<file path="config.mk">
export PLATFORM = sky130hd
export DESIGN_NAME = reg_file_scoreboard
export DESIGN_NICKNAME = d
export VERILOG_FILES = /design/src/rtl/reg_file_scoreboard.sv
export SDC_FILE = /design/constraint.sdc
export NUM_CORES = 1
export LEC_CHECK = 0
export CAP_MARGIN = 20
export CORE_AREA = 2 2 286 288
export DETAILED_ROUTE_END_ITERATION = 10
export DIE_AREA = 0 0 288 290
export HOLD_SLACK_MARGIN = 0.08
export PLACE_DENSITY_LB_ADDON = 0.1
export SETUP_SLACK_MARGIN = 0.4
export SLEW_MARGIN = 20
export SYNTH_ARGS = -nofsm -noshare
export SYNTH_HDL_FRONTEND = slang
export SYNTH_SLANG_ARGS = --single-unit
</file>
<file path="constraint.sdc">
create_clock -name clk -period 34.4 [get_ports clk]
set_clock_uncertainty 0.05 [all_clocks]
set_input_delay 6.88 -clock clk [delete_from_list [all_inputs] [get_ports clk]]
set_output_delay 6.88 -clock clk [all_outputs]
set_load 0.1 [all_outputs]
</file>
<file path="src/rtl/reg_file_scoreboard.sv">
// rtl/reg_file_scoreboard.sv - register file with write bypass and per-register pending-write scoreboard
module reg_file_scoreboard #(
  parameter int DATA_W      = 32,
  parameter int NUM_REGS    = 15,
  parameter int ADDR_W      = 4,
  parameter int RESET_INDEX = 1
) (
  input  logic              clk,
  input  logic              rst,
  input  logic [ADDR_W-1:0] read_src_1_reg,
  input  logic [ADDR_W-1:0] read_src_2_reg,
  output logic [DATA_W-1:0] read_src_1_data,
  output logic [DATA_W-1:0] read_src_2_data,
  input  logic              wb_en,
  input  logic [ADDR_W-1:0] write_src_reg,
  input  logic [DATA_W-1:0] wb_value,
  input  logic              issue_en,
  input  logic [ADDR_W-1:0] issue_dest_reg,
  output logic              busy_1,
  output logic              busy_2,
  output logic [ADDR_W:0]   busy_count
);

  localparam logic [ADDR_W:0] NUM_REGS_W = (ADDR_W+1)'(NUM_REGS);

  logic [DATA_W-1:0] regs_q [NUM_REGS];
  logic [DATA_W-1:0] regs_d [NUM_REGS];
  logic [NUM_REGS-1:0] busy_q, busy_d;
  logic [ADDR_W:0]     busy_count_q, busy_count_d;

  logic rd1_valid, rd2_valid, wb_valid, issue_valid;
  logic wb_hit_1, wb_hit_2;

  assign rd1_valid   = {1'b0, read_src_1_reg} < NUM_REGS_W;
  assign rd2_valid   = {1'b0, read_src_2_reg} < NUM_REGS_W;
  assign wb_valid    = wb_en && ({1'b0, write_src_reg} < NUM_REGS_W);
  assign issue_valid = issue_en && ({1'b0, issue_dest_reg} < NUM_REGS_W);

  assign wb_hit_1 = wb_valid && (write_src_reg == read_src_1_reg);
  assign wb_hit_2 = wb_valid && (write_src_reg == read_src_2_reg);

  always_comb begin
    regs_d = regs_q;
    if (wb_valid) begin
      regs_d[write_src_reg] = wb_value;
    end
  end

  // A same-cycle issue beats a retire: the newly issued writer is still in flight.
  always_comb begin
    busy_d       = busy_q;
    busy_count_d = '0;
    for (int r = 0; r < NUM_REGS; r++) begin
      if (issue_valid && (issue_dest_reg == ADDR_W'(r))) begin
        busy_d[r] = 1'b1;
      end else if (wb_valid && (write_src_reg == ADDR_W'(r))) begin
        busy_d[r] = 1'b0;
      end
      busy_count_d = busy_count_d + (ADDR_W+1)'(busy_d[r]);
    end
  end

  always_ff @(posedge clk or posedge rst) begin
    if (rst) begin
      for (int i = 0; i < NUM_REGS; i++) begin
        regs_q[i] <= (RESET_INDEX != 0) ? DATA_W'(i) : '0;
      end
      busy_q       <= '0;
      busy_count_q <= '0;
    end else begin
      regs_q       <= regs_d;
      busy_q       <= busy_d;
      busy_count_q <= busy_count_d;
    end
  end

  always_comb begin
    read_src_1_data = '0;
    if (rd1_valid) begin
      read_src_1_data = wb_hit_1 ? wb_value : regs_q[read_src_1_reg];
    end
  end

  always_comb begin
    read_src_2_data = '0;
    if (rd2_valid) begin
      read_src_2_data = wb_hit_2 ? wb_value : regs_q[read_src_2_reg];
    end
  end

  // A write-back landing this cycle resolves the hazard through the bypass path.
  assign busy_1     = rd1_valid && busy_q[read_src_1_reg] && !wb_hit_1;
  assign busy_2     = rd2_valid && busy_q[read_src_2_reg] && !wb_hit_2;
  assign busy_count = busy_count_q;

endmodule

</file>
Word-level counts from Yosys, hierarchy flattened
Cells that the tools add are included.
{ "op_classes": {"addsub": 14, "n_lt_le_gt_ge": 10, "n_eq_ne": 30, "muxes": 47, "bitwise": 3, "n_reduce_logical": 43} }
{ "op_table": {"columns": ["cell", "count"], "rows": [
  ["bitwise mux 480 bit", 1],
  ["two-way mux 32 bit", 9],
  ["binary-select mux 32 bit (select 4 bit)", 2],
  ["demux 32 bit (select 4 bit)", 1],
  ["equality test 4 bit (second input constant)", 14],
  ["adder 5 x 1 -> 5 bit", 10],
  ["logical AND 1 bit", 39],
  ["equality test 4 x 3 -> 1 bit (second input constant)", 8],
  ["two-way mux 1 bit", 32],
  ["equality test 4 x 2 -> 1 bit (second input constant)", 4],
  ["< comparator 4 bit (second input constant)", 4],
  ["greater-or-equal comparator 5 bit (second input constant)", 3],
  ["inverter 4 -> 5 bit", 3],
  ["< comparator 4 x 5 -> 1 bit (second input constant)", 2],
  ["binary-select mux 1 bit (select 4 bit)", 2],
  ["equality test 4 x 1 -> 1 bit (second input constant)", 2],
  ["equality test 4 bit", 2],
  ["zero test 4 bit", 2],
  ["adder 4 x 1 -> 5 bit", 1],
  ["< comparator 5 x 1 -> 1 bit (second input constant)", 1],
  ["adder 3 x 1 -> 4 bit", 1],
  ["adder 2 x 1 -> 3 bit", 1],
  ["adder 1 x 1 -> 2 bit", 1],
  ["zero test 1 bit", 2]
]} }
{ "totals": {"reg_bits": 500, "input_bits": 52, "output_inout_bits": 71} }

Logic depth before layout (Yosys ltp)
{ "logic_depth": {"depth_word": 19, "ltp_mapped": 15} }

Worst setup path after synthesis
Ideal clock, no wire load.
{ "synth_timing": {"path_kind": "in2out", "start": "input port read_src_2_reg[1]", "end": "output port busy_2", "t_arrival_ps": 9790, "required_time_ps": 27470, "slack_ps": 17680, "cell_stages": 8, "path_buffers": 4, "cell_sequence": "buf_6 -> buf_6 -> buf_6 -> buf_8 -> mux2i_1 -> o221ai_1 -> o21ai_1 -> a2111oi_2"} }
{ "synth_via": {"elab_chain_len": 4, "word_cells_on_any_way": 8} }
{ "synth_lines": {"columns": ["item", "line", "rtl"], "rows": [
  ["start: declaration", "11", "input logic [ADDR_W-1:0] read_src_2_reg,"],
  ["binary-select mux 1 bit (select 4 bit) or equality test 4 bit (tied branches)", "93, 40", null],
  ["two-way mux 1 bit (implied by the code) or logical AND 1 bit (tied branches)", "93, 40", null],
  ["logical AND 1 bit or zero test 1 bit (tied branches)", "93", "assign busy_2 = rd2_valid && busy_q[read_src_2_reg] && !wb_hit_2;"],
  ["logical AND 1 bit (*)", "93", null],
  ["end: declaration", "20", "output logic busy_2,"]
]} }
Mark *: on every way between the ends. The rest lies on a longest branch, timed or not. The select of a mux whose other input is x is not followed.

Worst setup path after layout
{ "layout_timing": {"start": "input port read_src_1_reg[0]", "end": "output port busy_1"} }
{ "layout_via": {"elab_chain_len": 4, "word_cells_on_any_way": 8} }
{ "layout_lines": {"columns": ["item", "line", "rtl"], "rows": [
  ["start: declaration", "10", "input logic [ADDR_W-1:0] read_src_1_reg,"],
  ["binary-select mux 1 bit (select 4 bit) or equality test 4 bit (tied branches)", "92, 39", null],
  ["two-way mux 1 bit (implied by the code) or logical AND 1 bit (tied branches)", "92, 39", null],
  ["logical AND 1 bit or zero test 1 bit (tied branches)", "92", "assign busy_1 = rd1_valid && busy_q[read_src_1_reg] && !wb_hit_1;"],
  ["logical AND 1 bit (*)", "92", null],
  ["end: declaration", "19", "output logic busy_1,"]
]} }
Marks and branches as above.

==> flow_summary_export.csv <==
group,metric,value,unit
status,status,"finished, final reports clean",
worst_setup_path,cp-startpoint,"read_src_1_reg[0]",
cells_and_area,final_area,31800,um^2
cells_and_area,multiInputGateArea,14300,um^2
timing,drv_slew,0,
drt,route.detailed.drc,0,
worst_setup_path,cp.arrival,11.39,ns
clock_network,numCtsBuffers,61,
run,cap_violations,0,
synth,avgSynthCellArea,13.4,um^2
drt,drt_iter0_drc,1354,
floorplan,core_area,80200,um^2
synth,ys_warn_count,0,
worst_setup_path,cp_slowest_stage_delay,1.14,ns
synth,ys.flop_type,"dfrtp_1",
floorplan,num_rows,104,
floorplan,fp.dieW,288,um
timing,worst_pin_slew,0.991,ns
drt,avgRoutedWirePerCell,28.4,um
clock_network,insertion_delay,0.63,ns
synth,synth.net_count,2147,
timing,setup_ws,16.08,ns
worst_setup_path,cp-endpoint,"busy_1",
clock_network,cts_setup_buffers,0,
timing,rsz0062_at_grt,"no",
clock_network,cts_hold_buf,0,
worst_setup_path,critical_path_class,"in -> out",
timing,fin_tns_setup,0,ns
worst_setup_path,required,27.47,ns
global_route,first_global_vias,19800,
worst_setup_path,rr_endpoint,"busy_count[2]",
clock_network,path_clk_slew,0.06,ns
cells_and_area,syn2layout_area_growth,14.0,%
timing,relSlewSlack,33.8,%
synth,yosysTopAreaCell,"dfrtp_1",
synth,yosysUniqueCellTypes,48,
global_route,grt_start_max_net_pins,108,
drt,num_vias,18600,
cells_and_area,regArea,12500,um^2
clock_network,cts_root_buffer,"clkbuf_16",
drt,avgViaCountPerCell,5.81,
power,irDropWorstVdd,0.0826,mV
synth,synthTopCellsByArea,"dfrtp_1 42%, mux2_2 18%, mux4_2 13%",
placement,dp_hpwl,48800,um
clock_network,cts.path.max_buffers,3,
placement,place_ws,16.02,ns
synth,syn-cell-area,27900,um^2
worst_setup_path,critPathMaxFanout,59,
cells_and_area,nNetsFinal,2155,
worst_setup_path,rr_worst_depth,11,
drt,drt_wl_total,91000,um
placement,postPlaceCellArea,29900,um^2
timing,period_minus_slack,18.32,ns
floorplan,initial_core_util,34.8,%
synth,synthCells,2083,
worst_setup_path,r2r-start,"busy_q[7]",
clock_network,ctsResizeCount,0,
hold_path,hp-class,"reg -> reg",
worst_setup_path,cp_common_cell,"buf_4",
clock_network,cts_tree,"built",
floorplan,dieArea,83500,um^2
timing,fmax,54.6,MHz
clock_network,clock-sinks,499,
cells_and_area,filler_cell_count,7620,
placement,numPortBuffers,121,
global_route,grt_usage,21.8,%
timing,final.period_utilization,53.3,%
timing,finalHoldViolations,0,
global_route,overflow,0,
clock_network,h-tree-depth,2,
worst_setup_path,reg2reg_slack,30.37,ns
synth,synth_enable_flop_cells,0,
drt,firstDrtPassIters,7,
placement,gp_congestion,0.753,
worst_setup_path,worst_path_max_delay_cell,"clkdlybuf4s50_1",
floorplan,die_h,290,um
global_route,grt_pass1_wl,135000,um
worst_setup_path,end_kind,"output port",
drt,antenna_left,0,
floorplan,io_pins,123,
synth,synth_seq_cells,499,
worst_setup_path,startpoint_type,"input pin",
cells_and_area,layout-drive-gt1-share,40.3,%
worst_setup_path,crit_chain,"clkbuf_8 > buf_4 > xnor2_1 > nand4_1 > buf_4 > or2_2 > buf_4 > and3_1 > clkdlybuf4s50_1",
synth,synth-seq-area-share,44.8,%
power,p_leak,13.1,nW
global_route,antenna_found_initial,4,
synth,async_flop_share,100,%
timing,setup_viol,0,
power,p_per_area,66.3,nW/um^2
power,power.total,0.00211,W
synth,synth_top_area_share,42.2,%
[layout by cell type (no fill, tap or decap), types with 28 or more instances in the layout]
cell / n
a211o_1: 31
a22o_1: 34
a31oi_1: 31
a32o_1: 33
buf_4: 46
clkbuf_16: 63
clkdlybuf4s50_1: 113
dfrtp_1: 471
dfstp_2: 28
inv_1: 49
mux2_2: 450
mux2i_1: 183
mux4_2: 158
nand2_1: 38
nor2b_1: 35
nor3_1: 31
o21ai_0: 76
o221a_2: 31
o221ai_1: 32
or2_2: 32
[where the power goes]
group / switching [W] / total, W / leakage (nW) / internal, W
clock network: 0.000256 / 0.000618 / 0.935 / 0.000363
registers: 0.0000975 / 0.000832 / 6.05 / 0.000734
logic: 0.000357 / 0.000661 / 6.10 / 0.000304
[synthesized netlist by cell type (all sizes together) (2+ instances only)]
master	number
ha	2
o21ai	78
a22oi	13
mux2i	183
nand3	15
inv	50
a21o	2
or3	3
nand4	2
nor3	31
or2	32
o221ai	32
buf	97
a32o	33
o211ai	19
dfstp	28
mux2	450
xnor2	4
a31oi	31
o22ai	5
fa	10
a211o	31
o221a	31
mux4	158
nand3b	2
nor3b	2
nor2	13
clkbuf	123
nand2	39
dfrtp	471
and2	2
xor2	5
nor2b	37
a22o	34
nand2b	7
[cell type report]
cell class | instances | area share (%)
clock buffer | 100 | 5.80
clock inverter | 12 | 0.236
inverter | 50 | 0.613
timing repair buffer | 165 | 4.90
antenna | 1 | 0.00786
multi-input combinational | 1314 | 45.0
sequential | 499 | 39.3
tap | 1060 | 4.16
[flip-flops by register name, summed over array words and instances, names as in the netlist]
register / count
busy_count: 4
regs_q: 480
busy_q: 15
[per-stage QoR]
stage / utilization, % / cells / hold slack, ns
6_report: 39.7 / 3201 / 0.475
5_1_grt: 39.7 / 3201 / 0.489
4_1_cts: 39.7 / 3200 / 0.476
3_5_place_dp: 37.3 / 3088 / 0.461
3_3_place_gp: 37.3 / 3088 / 0.453
2_1_floorplan: - / 2083 / 0.441
[worst min-delay path by stage]
| stage | start | to | slack, ns | cells after the start |
|---|---|---|---|---|
| after floorplan | regs_q[320] | regs_q[320] | 0.44 | 1 |
| after detailed placement | regs_q[346] | regs_q[346] | 0.46 | 1 |
| after global routing | regs_q[311] | regs_q[311] | 0.49 | 1 |
| after global placement | regs_q[428] | regs_q[428] | 0.45 | 1 |
| final | regs_q[234] | regs_q[234] | 0.47 | 1 |
| after CTS | regs_q[234] | regs_q[234] | 0.48 | 1 |
[routing by layer]
layer | track usage (%) | wire length [um]
met3 | 3.58 | 4330
met4 | 6.22 | 2480
met5 | 0 | 18
met2 | 37.3 | 45600
met1 | 28.3 | 38600
[critical path: cells and delay by family]
family,cells,cell delay (ns)
xor+xnor,1,0.12
buf+inv,5,3.40
simple gates,3,0.92
[cells by family after synthesis]
kind of cell | after synthesis | synth area share (%)
AOI/OAI and AO/OA | 313 | 8.72
buffers and inverters | 270 | 4.33
muxes | 791 | 37.4
xor gates and xnor gates | 9 | 0.282
DFF | 499 | 44.8
and+or+nand+nor | 188 | 3.57
other | 1 | 0.0134
adders and majority gates | 12 | 0.806
Note: power is estimated with default switching activity, not from simulation.
